**src/rtl/test_runner_pkg.sv**
```systemverilog
// Shared definitions for the fixture sequencer: state encodings, blink gap
// multiplier and the fixture index width helper.
package test_runner_pkg;

   typedef enum logic [2:0] {
      ST_WAIT = 3'd0,
      ST_ARM  = 3'd1,
      ST_BUSY = 3'd2,
      ST_NEXT = 3'd3,
      ST_DONE = 3'd4
   } state_t;

   // Dark gap between blink groups, in units of one blink phase.
   localparam int GAP_MULT = 4;

   function automatic int idx_w(input int n);
      return (n <= 2) ? 1 : $clog2(n);
   endfunction

endpackage

```
**src/rtl/blink_code.sv**
```systemverilog
// Red blink code: i_count blinks (on/off phases of BLINK_CYCLES each), then a
// GAP_MULT*BLINK_CYCLES dark gap, repeating while i_en is high.
module blink_code
   import test_runner_pkg::*;
#(
   parameter int BLINK_CYCLES = 6_000_000,
   parameter int IDX_W        = 2
) (
   input  logic             i_clk,
   input  logic             i_rst_n,
   input  logic             i_en,
   input  logic [IDX_W:0]   i_count,
   output logic             o_led
);

   localparam int GAP_CYCLES = GAP_MULT * BLINK_CYCLES;
   localparam int CNT_W      = $clog2(GAP_CYCLES) + 1;
   localparam logic [CNT_W-1:0] PH_LAST  = CNT_W'(BLINK_CYCLES - 1);
   localparam logic [CNT_W-1:0] GAP_LAST = CNT_W'(GAP_CYCLES - 1);

   logic [CNT_W-1:0] cnt;
   logic [IDX_W:0]   n_blinks;
   logic             active;
   logic             in_gap;

   always_ff @(posedge i_clk or negedge i_rst_n) begin
      if (!i_rst_n) begin
         o_led    <= 1'b0;
         cnt      <= '0;
         n_blinks <= '0;
         active   <= 1'b0;
         in_gap   <= 1'b0;
      end else if (!i_en) begin
         o_led    <= 1'b0;
         cnt      <= '0;
         n_blinks <= '0;
         active   <= 1'b0;
         in_gap   <= 1'b0;
      end else if (!active) begin
         // First enabled cycle opens with an on-phase.
         active <= 1'b1;
         o_led  <= 1'b1;
         cnt    <= '0;
      end else if (o_led) begin
         if (cnt == PH_LAST) begin
            o_led <= 1'b0;
            cnt   <= '0;
         end else begin
            cnt <= cnt + 1'b1;
         end
      end else if (in_gap) begin
         if (cnt == GAP_LAST) begin
            in_gap <= 1'b0;
            o_led  <= 1'b1;
            cnt    <= '0;
         end else begin
            cnt <= cnt + 1'b1;
         end
      end else if (cnt == PH_LAST) begin
         cnt <= '0;
         if (n_blinks + 1'b1 == i_count) begin
            n_blinks <= '0;
            in_gap   <= 1'b1;
         end else begin
            n_blinks <= n_blinks + 1'b1;
            o_led    <= 1'b1;
         end
      end else begin
         cnt <= cnt + 1'b1;
      end
   end

endmodule

```
**config.mk**
```make
export PLATFORM = sky130hd
export DESIGN_NAME = blink_code
export DESIGN_NICKNAME = d
export VERILOG_FILES = /design/src/rtl/test_runner_pkg.sv /design/src/rtl/blink_code.sv
export SDC_FILE = /design/constraint.sdc
export NUM_CORES = 1
export LEC_CHECK = 0
export ABC_AREA = 1
export ABC_CLOCK_PERIOD_IN_PS = 5500
export BUFFER_PORTS_ARGS = -buffer_cell sky130_fd_sc_hd__buf_2
export CAP_MARGIN = 25
export CORE_AREA = 2 2 65 67
export CTS_CLUSTER_SIZE = 8
export DETAILED_ROUTE_END_ITERATION = 6
export DIE_AREA = 0 0 67 69
export GPL_TIMING_DRIVEN = 0
export PLACE_DENSITY = 0.74
export SLEW_MARGIN = 20
export SYNTH_ARGS = -nofsm -noshare
export SYNTH_HDL_FRONTEND = slang
export SYNTH_SLANG_ARGS = --single-unit
```
**constraint.sdc**
```tcl
create_clock -name i_clk -period 5.5 [get_ports i_clk]
set_clock_uncertainty 0.1 [all_clocks]
set_input_delay 0.825 -clock i_clk [delete_from_list [all_inputs] [get_ports i_clk]]
set_output_delay 0.825 -clock i_clk [all_outputs]
set_load 0.1 [all_outputs]
```
Word-level counts from Yosys, hierarchy flattened
Cells that the tools add are included.
Storage, ports and cells
  flip-flop bits (word level): 32
  bits of input ports: 6
  output and inout bits: 1
  word-level logic and storage cells: 44
Operators by class
  $add $sub $neg: 2
  equality and inequality tests: 7
  mux-type cells: 28
  reductions and logical operators: 2
Operator list (count)
  2-to-1 mux 26 bit: 6
  adder 26 x 1 -> 26 bit, second input constant: 1
  equality test 26 x 23 -> 1 bit, second input constant: 1
  equality test 26 x 25 -> 1 bit, second input constant: 1
  2-to-1 mux 3 bit: 6
  2-to-1 mux 1 bit: 16
  != test 2 x 1 -> 1 bit, second input constant: 2
  != test 2 bit, second input constant: 2
  AND reduction 4 bit: 1
  adder 3 x 1 -> 3 bit, second input constant: 1
  equality test 3 bit: 1
  AND reduction 2 bit: 1

Depth between registers and ports, before layout
Gate-level depths: netlist of run 1.
  word-level depth: 8
  mapped depth: 11
  depth with buffers taken out: 11

Worst setup path after synthesis of run 1
OpenSTA, ideal clock, no wires.
  path kind: reg2reg
  from: register o_led
  to: register cnt[0]
  library setup time: 122 ps
  arrival time: 1733 ps
  setup slack: 3545 ps
  cell stages (with the launch flop): 9
  buffers on the path: 1
  clock period less this slack: 1955 ps
  cells stage by stage: dfrtp_1 -> inv_1 -> nand2_1 -> nand4_2 -> nand2_2 -> inv_4 -> nand2_4 -> buf_12 -> nor2_2
Between the ends
  cells in the longest elaborated chain, start to end: 3
RTL lines
  start, declared: RTL line blink_code.sv:13  | output logic o_led
  start signal, assigned: RTL line blink_code.sv:28  | o_led <= 1'b0;
  start signal, assigned: RTL line blink_code.sv:34  | o_led <= 1'b0;
  start signal, assigned: RTL line blink_code.sv:42  | o_led <= 1'b1;
  2-to-1 mux 26 bit: RTL line blink_code.sv:44  | end else if (o_led) begin
  2-to-1 mux 26 bit: RTL line blink_code.sv:39  | end else if (!active) begin
  2-to-1 mux 26 bit: RTL line blink_code.sv:33  | end else if (!i_en) begin
  end signal, assigned: RTL line blink_code.sv:49  | cnt <= cnt + 1'b1;
  end signal, assigned: RTL line blink_code.sv:57  | cnt <= cnt + 1'b1;
  end signal, assigned: RTL line blink_code.sv:69  | cnt <= cnt + 1'b1;
  end, declared: RTL line blink_code.sv:21  | logic [CNT_W-1:0] cnt;
No other way between the ends.
A chain may end at the register's enable or synchronous reset.

Final worst setup path of run 1
  from: register cnt[0]
  to: register cnt[13]
Between the ends
  cells in the longest elaborated chain, start to end: 6
  elaborated cells on any way between the ends: 9
RTL lines
  adder 26 x 1 -> 26 bit (tied with other cells): RTL line blink_code.sv:49, blink_code.sv:57, blink_code.sv:69
  2-to-1 mux 26 bit (on tied branches): RTL line blink_code.sv:45, blink_code.sv:59, blink_code.sv:52
  2-to-1 mux 26 bit: RTL line blink_code.sv:51  | end else if (in_gap) begin
  2-to-1 mux 26 bit *: RTL line blink_code.sv:44
  2-to-1 mux 26 bit *: RTL line blink_code.sv:39
  2-to-1 mux 26 bit *: RTL line blink_code.sv:33
Every way passes the cells marked *; elsewhere a longest branch is shown, timed or not.

==> impl_metrics.sql, run 1 <==
INSERT INTO impl_metrics (metric_group, metric, value, unit) VALUES
('synth', 'synth.area.top_cells', 'sky130_fd_sc_hd__dfrtp_1 (36%), sky130_fd_sc_hd__nand2_1 (17%), sky130_fd_sc_hd__nor2_1 (11%), sky130_fd_sc_hd__inv_1 (6.2%), sky130_fd_sc_hd__nand3_1 (4.9%)', ''),
('synth', 'synth-seq-area-share', '0.358', ''),
('synth', 'postSynthAreaPerCell', '6.71', 'sq um'),
('worst_setup_path', 'crit_path_start_kind', 'flop', ''),
('die', 'die-width', '67', 'um'),
('clock_tree', 'cts_buffers', '5', ''),
('synth', 'synth-seq-cells', '32', ''),
('die', 'dieHeight', '69', 'um'),
('min_path', 'worstHoldStart', 'n_blinks[1]', ''),
('clock_tree', 'postCtsSetupBuffers', '0', ''),
('synth', 'yosysTopAreaCellShare', '0.358', ''),
('worst_setup_path', 'worstReg2RegStart', 'cnt[0]', ''),
('worst_setup_path', 'reg2reg_setup_slack', '3.43', 'ns'),
('route', 'num_vias', '2095', ''),
('pwr', 'leakage_power', '1.13', 'nW'),
('synth', 'post_synth_instance_area', '2230', 'sq um'),
('route', 'wl_per_cell', '12.6', 'um'),
('cells_and_area', 'final_layout_size_suffix_gt1_frac', '0.147', ''),
('route', 'drt_pre_antenna_iters', '4', ''),
('flow_run', 'max_cap_violations', '0', ''),
('worst_setup_path', 'rr_endpoint', 'cnt[13]', ''),
('clock_tree', 'clk-insertion-delay-late', '0.29', 'ns'),
('synth', 'synthDominantAreaCellType', 'sky130_fd_sc_hd__dfrtp_1', ''),
('die', 'start_util', '0.571', ''),
('synth', 'dominantRegCellSynth', 'sky130_fd_sc_hd__dfrtp_1', ''),
('timing', 'final_sum_of_negative_setup_slack', '0', 'ns'),
('timing', 'timing.final.hold_violations', '0', ''),
('place', 'gp_congestion', '1.01', ''),
('timing', 'worst_slew_pin_slew', '0.701', 'ns'),
('min_path', 'worstHoldEndpoint', 'n_blinks[1]', ''),
('route', 'postRouteWirelength', '5020', 'um'),
('global_route', 'track_usage', '0.252', ''),
('clock_tree', 'numClockSinks', '32', ''),
('die', 'num_io_pins', '7', ''),
('clock_tree', 'cts_tree', 'built', ''),
('timing', 'final-setup-viol-count', '0', ''),
('pwr', 'power.density_cell_area', '202', 'nW/um^2'),
('cells_and_area', 'nets', '354', ''),
('synth', 'synth-edff-count', '0', ''),
('synth', 'async_reset_ff_frac', '1.00', ''),
('global_route', 'number_of_antenna_violations_at_the_first_check_in_global_routing', '0', ''),
('synth', 'yosys_warnings', '0', ''),
('timing', 'fmax', '484', 'MHz'),
('timing', 'period_share', '0.376', ''),
('min_path', 'min_path_type', 'reg2reg', ''),
('clock_tree', 'cts.clk_slew.worst_paths', '0.07', 'ns'),
('timing', 'fin_hold_ws', '0.405', 'ns'),
('cells_and_area', 'insertedDiodeCount', '0', ''),
('worst_setup_path', 'arrival', '2.14', 'ns'),
('route', 'detail-route-antenna-nets', '0', ''),
('place', 'dp.final_hpwl', '3870', 'um'),
('timing', 'unrepaired_setup_endpoints_after_global_routing', 'false', ''),
('clock_tree', 'cts_hold_buf', '0', ''),
('pwr', 'vdd_drop_max', '0.108', 'mV'),
('die', 'floorplan.rows', '23', ''),
('synth', 'cells_after_synthesis', '333', ''),
('route', 'drt_iter0_drc', '93', ''),
('run_status', 'run_status', 'finished clean', ''),
('die', 'fp.coreArea', '3910', 'sq um'),
('timing', 'period_needed', '2.07', 'ns'),
('route', 'drt_drc_violations_left', '0', ''),
('global_route', 'grt_remaining_overflow', '0', ''),
('timing', 'slew-limit-headroom', '0.533', ''),
('global_route', 'grt_pass1_wl', '9130', 'um'),
('place', 'io_buffer_count', '6', ''),
('worst_setup_path', 'critical_path_peak_fanout', '10', ''),
('worst_setup_path', 'timing.critical_path.to_type', 'flop', ''),
('clock_tree', 'htree_levels', '2', ''),
('route', 'routed_via_density', '5.28', ''),
('global_route', 'first_global_vias', '2062', ''),
('clock_tree', 'cts_root_buf', 'sky130_fd_sc_hd__clkbuf_8', '');
## state kept, by name, summed over array words and instances (netlist names)
register and count:
active 1, cnt 26, in_gap 1, n_blinks 3, o_led 1
## final cells by class
type	count	area (sq um)
Fill cell	392	1490
Inverter	43	164
Multi-Input combinational cell	255	1240
Clock inverter	2	10.0
Sequential cell	32	801
Timing Repair Buffer	6	30.0
Tap cell	50	62.6
Clock buffer	6	82.6
Buffer	3	30.0
## cell families (layout without fill, tap and decap cells)
group / after synthesis / after routing / share of synthesized area
and+or+nand+nor: 230 / 230 / 0.473
buffers and inverters: 46 / 60 / 0.0868
DFF: 32 / 32 / 0.358
AOI/OAI and AO/OA: 13 / 13 / 0.0314
xor gates and xnor gates: 10 / 10 / 0.0392
adders and majority gates: 2 / 2 / 0.0112
## stage by stage
stage | utilization | std cells | setup WS, ns | area, sq um | power (mW)
floorplan | - | 333 | 3.55 | 2230 | 0.289
global placement | 0.595 | 389 | 3.25 | 2330 | 0.303
detailed placement | 0.595 | 389 | 3.24 | 2330 | 0.304
CTS | 0.618 | 397 | 3.41 | 2420 | 0.495
global route | 0.618 | 397 | 3.29 | 2420 | 0.514
finish | 0.618 | 397 | 3.43 | 2420 | 0.489
## power by group
group / internal, mW / switching (mW)
combinational: 0.0189 / 0.0335
sequential: 0.241 / 0.00533
clock: 0.0998 / 0.0900
## worst max-delay path: stages (launching register included)
cell and delay (ns):
sky130_fd_sc_hd__dfrtp_1 0.48, sky130_fd_sc_hd__ha_1 0.25, sky130_fd_sc_hd__nand2_1 0.08, sky130_fd_sc_hd__nor2_1 0.14
sky130_fd_sc_hd__nand3_1 0.14, sky130_fd_sc_hd__nor2_2 0.16, sky130_fd_sc_hd__nand4_2 0.12, sky130_fd_sc_hd__nand2_2 0.13
sky130_fd_sc_hd__inv_4 0.08, sky130_fd_sc_hd__nand2_4 0.08, sky130_fd_sc_hd__buf_12 0.14, sky130_fd_sc_hd__nor2_2 0.04
## metal layers
layer / up-vias / global-route usage / wire [um]
met5: - / 0 / 0
met4: 0 / 0.0907 / 105
met3: 11 / 0.0555 / 182
met2: 38 / 0.393 / 2310
met1: 983 / 0.339 / 2420
li1: 1063 / - / -
## layout by cell type, fill, tap and decap left out, drive strengths merged
| cell | n |
|---|---|
| nand3b | 2 |
| o21ai | 8 |
| inv | 43 |
| nand4 | 11 |
| o21a | 1 |
| o21bai | 1 |
| nand2 | 103 |
| clkinv | 2 |
| xor2 | 6 |
| nor3 | 6 |
| nand3 | 25 |
| buf | 9 |
| nor3b | 2 |
| nor2 | 81 |
| dfrtp | 32 |
| a21oi | 3 |
| xnor2 | 4 |
| clkbuf | 6 |
| ha | 2 |
## how the worst max path moves through the flow
stage | from | to | slack (ns) | cells after the start
after detailed placement | i_en | cnt[23] | 3.24 | 7
after global placement | i_en | cnt[15] | 3.25 | 9
after floorplan | o_led | cnt[0] | 3.55 | 8
after global routing | cnt[0] | cnt[11] | 3.29 | 11
final | cnt[0] | cnt[13] | 3.43 | 11
after CTS | cnt[0] | cnt[13] | 3.41 | 11
(Power assumes the default switching activity.)
==> inputs of run 2 (changes only) <==
ABC_CLOCK_PERIOD_IN_PS = 1950   (was 5500)
clock period = 1.95 ns   (was 5.5 ns; I/O delays follow)
==> run 2 against run 1 <==
  * Final area up 1.6%
  * Highest routed layer unchanged
  * Critical path type unchanged
  * Global-route usage is 1.0 points lower
  * Clock-buffer cell count stayed put
  * Register-to-register slack lost 3.3 ns
==> impl_metrics.sql, run 2 (synthesis gave the netlist of run 1 again) <==
INSERT INTO impl_metrics (metric_group, metric, value, unit) VALUES
('run_status', 'run_status', 'finished clean', ''),
('worst_setup_path', 'worstReg2RegStart', 'cnt[1]', ''),
('worst_setup_path', 'critical_path_peak_fanout', '10', ''),
('cells_and_area', 'nets', '357', ''),
('timing', 'timing.final.max_slew_violations', '0', ''),
('worst_setup_path', 'crit_path_top_delay_cell', 'sky130_fd_sc_hd__dfrtp_1', ''),
('die', 'floorplan.rows', '23', ''),
('route', 'drt_pre_antenna_iters', '4', ''),
('die', 'dieHeight', '69', 'um'),
('cells_and_area', 'layout_commonest_cell', 'sky130_fd_sc_hd__nand2_1', ''),
('route', 'wl_per_cell', '12.6', 'um'),
('die', 'start_util', '0.571', ''),
('timing', 'fmax', '542', 'MHz'),
('global_route', 'number_of_antenna_violations_at_the_first_check_in_global_routing', '0', ''),
('timing', 'timing.final.hold_violations', '0', ''),
('min_path', 'worstHoldStart', 'i_en', ''),
('place', 'gp_congestion', '1.02', ''),
('pwr', 'p_total', '1.38', 'mW'),
('pwr', 'power.density_cell_area', '562', 'nW/um^2'),
('route', 'drt_iter0_drc', '121', ''),
('clock_tree', 'htree_levels', '2', ''),
('global_route', 'maximum_number_of_pins_on_one_net_before_global_route_repair', '33', ''),
('worst_setup_path', 'cp-startpoint', 'cnt[1]', ''),
('cells_and_area', 'layout_top_registers', 'cnt: 26 flops, n_blinks: 3 flops', ''),
('pwr', 'leakage_power', '1.14', 'nW'),
('worst_setup_path', 'crit_path_max_cell_delay', '0.37', 'ns'),
('worst_setup_path', 'arrival', '1.92', 'ns'),
('route', 'detail-route-antenna-nets', '0', ''),
('cells_and_area', 'final_layout_size_suffix_gt1_frac', '0.166', ''),
('die', 'floorplan.die_area', '4620', 'sq um'),
('min_path', 'worstHoldEndpoint', 'active', ''),
('clock_tree', 'cts.clk_slew.worst_paths', '0.07', 'ns'),
('die', 'fp.coreArea', '3910', 'sq um'),
('place', 'io_buffer_count', '6', ''),
('min_path', 'min_path_type', 'in2reg', ''),
('cells_and_area', 'register_containing_the_most_flip_flops_in_the_final_layout', 'cnt', ''),
('place', 'dp.final_hpwl', '3810', 'um'),
('worst_setup_path', 'cp_common_cell', 'sky130_fd_sc_hd__nor2_2', ''),
('timing', 'final-setup-viol-count', '0', ''),
('clock_tree', 'numClockSinks', '32', ''),
('min_path', 'whs_path_depth', '1', ''),
('clock_tree', 'cts_tree', 'built', ''),
('die', 'die-width', '67', 'um'),
('cells_and_area', 'largest_register_ff_count', '26', ''),
('worst_setup_path', 'reg2reg_setup_slack', '0.11', 'ns'),
('worst_setup_path', 'timing.critical_path.to_type', 'flop', ''),
('worst_setup_path', 'worst_ep_required_time', '2.03', 'ns'),
('die', 'num_io_pins', '7', ''),
('flow_run', 'max_cap_violations', '0', ''),
('timing', 'worst_slew_pin_slew', '0.719', 'ns'),
('cells_and_area', 'syn_to_final_growth', '9.97', '%'),
('timing', 'slew-limit-headroom', '0.520', ''),
('worst_setup_path', 'crit_path_start_kind', 'flop', ''),
('worst_setup_path', 'crit_chain', 'ha_2 -> nand2_1 -> nor2_2 -> nand3_2 -> nor2_2 -> nand4_2 -> nand2_2 -> inv_4 -> nand2_4 -> buf_12 -> nor2_2', ''),
('global_route', 'first_global_vias', '1911', ''),
('clock_tree', 'cts_buffers', '5', ''),
('cells_and_area', 'insertedDiodeCount', '0', ''),
('worst_setup_path', 'crit_type', 'reg2reg', ''),
('clock_tree', 'cts_root_buf', 'sky130_fd_sc_hd__clkbuf_8', ''),
('global_route', 'track_usage', '0.242', ''),
('clock_tree', 'clock_path_buffers', '2', ''),
('worst_setup_path', 'rr_endpoint', 'cnt[13]', ''),
('clock_tree', 'clk-insertion-delay-late', '0.29', 'ns'),
('cells_and_area', 'mostFrequentLayoutCells', 'sky130_fd_sc_hd__nand2_1 (99), sky130_fd_sc_hd__nor2_1 (63), sky130_fd_sc_hd__inv_1 (37)', ''),
('worst_setup_path', 'depth_of_the_worst_register_to_register_path', '11', ''),
('pwr', 'vdd_drop_max', '0.273', 'mV'),
('route', 'postRouteWirelength', '5020', 'um'),
('timing', 'period_needed', '1.84', 'ns'),
('cells_and_area', 'final_core_density', '0.628', ''),
('global_route', 'grt_pass1_wl', '8720', 'um'),
('route', 'routed_via_density', '5.15', ''),
('route', 'num_vias', '2061', ''),
('timing', 'unrepaired_setup_endpoints_after_global_routing', 'false', ''),
('global_route', 'grt_remaining_overflow', '0', ''),
('route', 'drt_drc_violations_left', '0', ''),
('timing', 'period_share', '0.946', '');
-- run 2: cell types whose count changed in the layout (fill, tap and decap cells not counted), sizes merged --
cell,change
buf,+2
dlygate4sd3,+1
-- run 2: layout make-up --
cell class                      instances  area, sq um
Buffer                                  3         30.0
Clock buffer                            6         82.6
Clock inverter                          2         10.0
Fill cell                             371         1460
Inverter                               43          164
Multi-Input combinational cell        255         1250
Sequential cell                        32          803
Tap cell                               50         62.6
Timing Repair Buffer                    9         55.1
-- run 2: how the worst max path moves through the flow --
stage,slack (ns),to,cells after the start
floorplan,0.20,cnt[0],11
global placement,-0.08,cnt[13],11
detailed placement,-0.11,cnt[0],11
CTS,0.02,cnt[13],11
global route,0.002,cnt[13],11
finish,0.11,cnt[13],11
-- run 2: report_power, final --
group	switching [mW]	internal (mW)
clock	0.250	0.281
sequential	0.0137	0.681
combinational	0.0989	0.0560
-- run 2: what timing repair did --
item                       in CTS  in global routing
resized for setup               1                  3
setup endpoints to repair      10                 11
pin swaps                       1                  0
hold buffers                    1                  0
gates cloned                    0                  0
hold endpoints to repair       32                  0
setup buffers                   2                  0
-- run 2: per-layer routing --
metal | GRT usage | share of wire | wire length [um] | up-vias
li1 | - | - | - | 1064
met1 | 0.337 | 0.48 | 2420 | 942
met2 | 0.363 | 0.45 | 2260 | 46
met3 | 0.0538 | 0.049 | 247 | 9
met4 | 0.0907 | 0.019 | 93 | 0
met5 | 0 | 0 | 0 | -
-- run 2: through the flow --
stage | hold slack, ns | std cells | setup TNS (ns) | worst slack (ns) | cell area (sq um)
after floorplan | -0.103 | 333 | 0 | 0.199 | 2240
after global placement | 0.285 | 389 | -0.729 | -0.0792 | 2330
after detailed placement | 0.297 | 389 | -1.04 | -0.109 | 2330
after CTS | 0.00748 | 400 | 0 | 0.0200 | 2450
after global routing | 0.0100 | 400 | 0 | 0.00183 | 2460
final | 0.0156 | 400 | 0 | 0.106 | 2460
-- run 2: worst max-delay path: cells and delay by family, from the launching register on --
family,cells,cell delay [ns]
buf+inv,2,0.22
fa+ha+maj,1,0.21
simple gates,8,0.83
flops,1,0.37
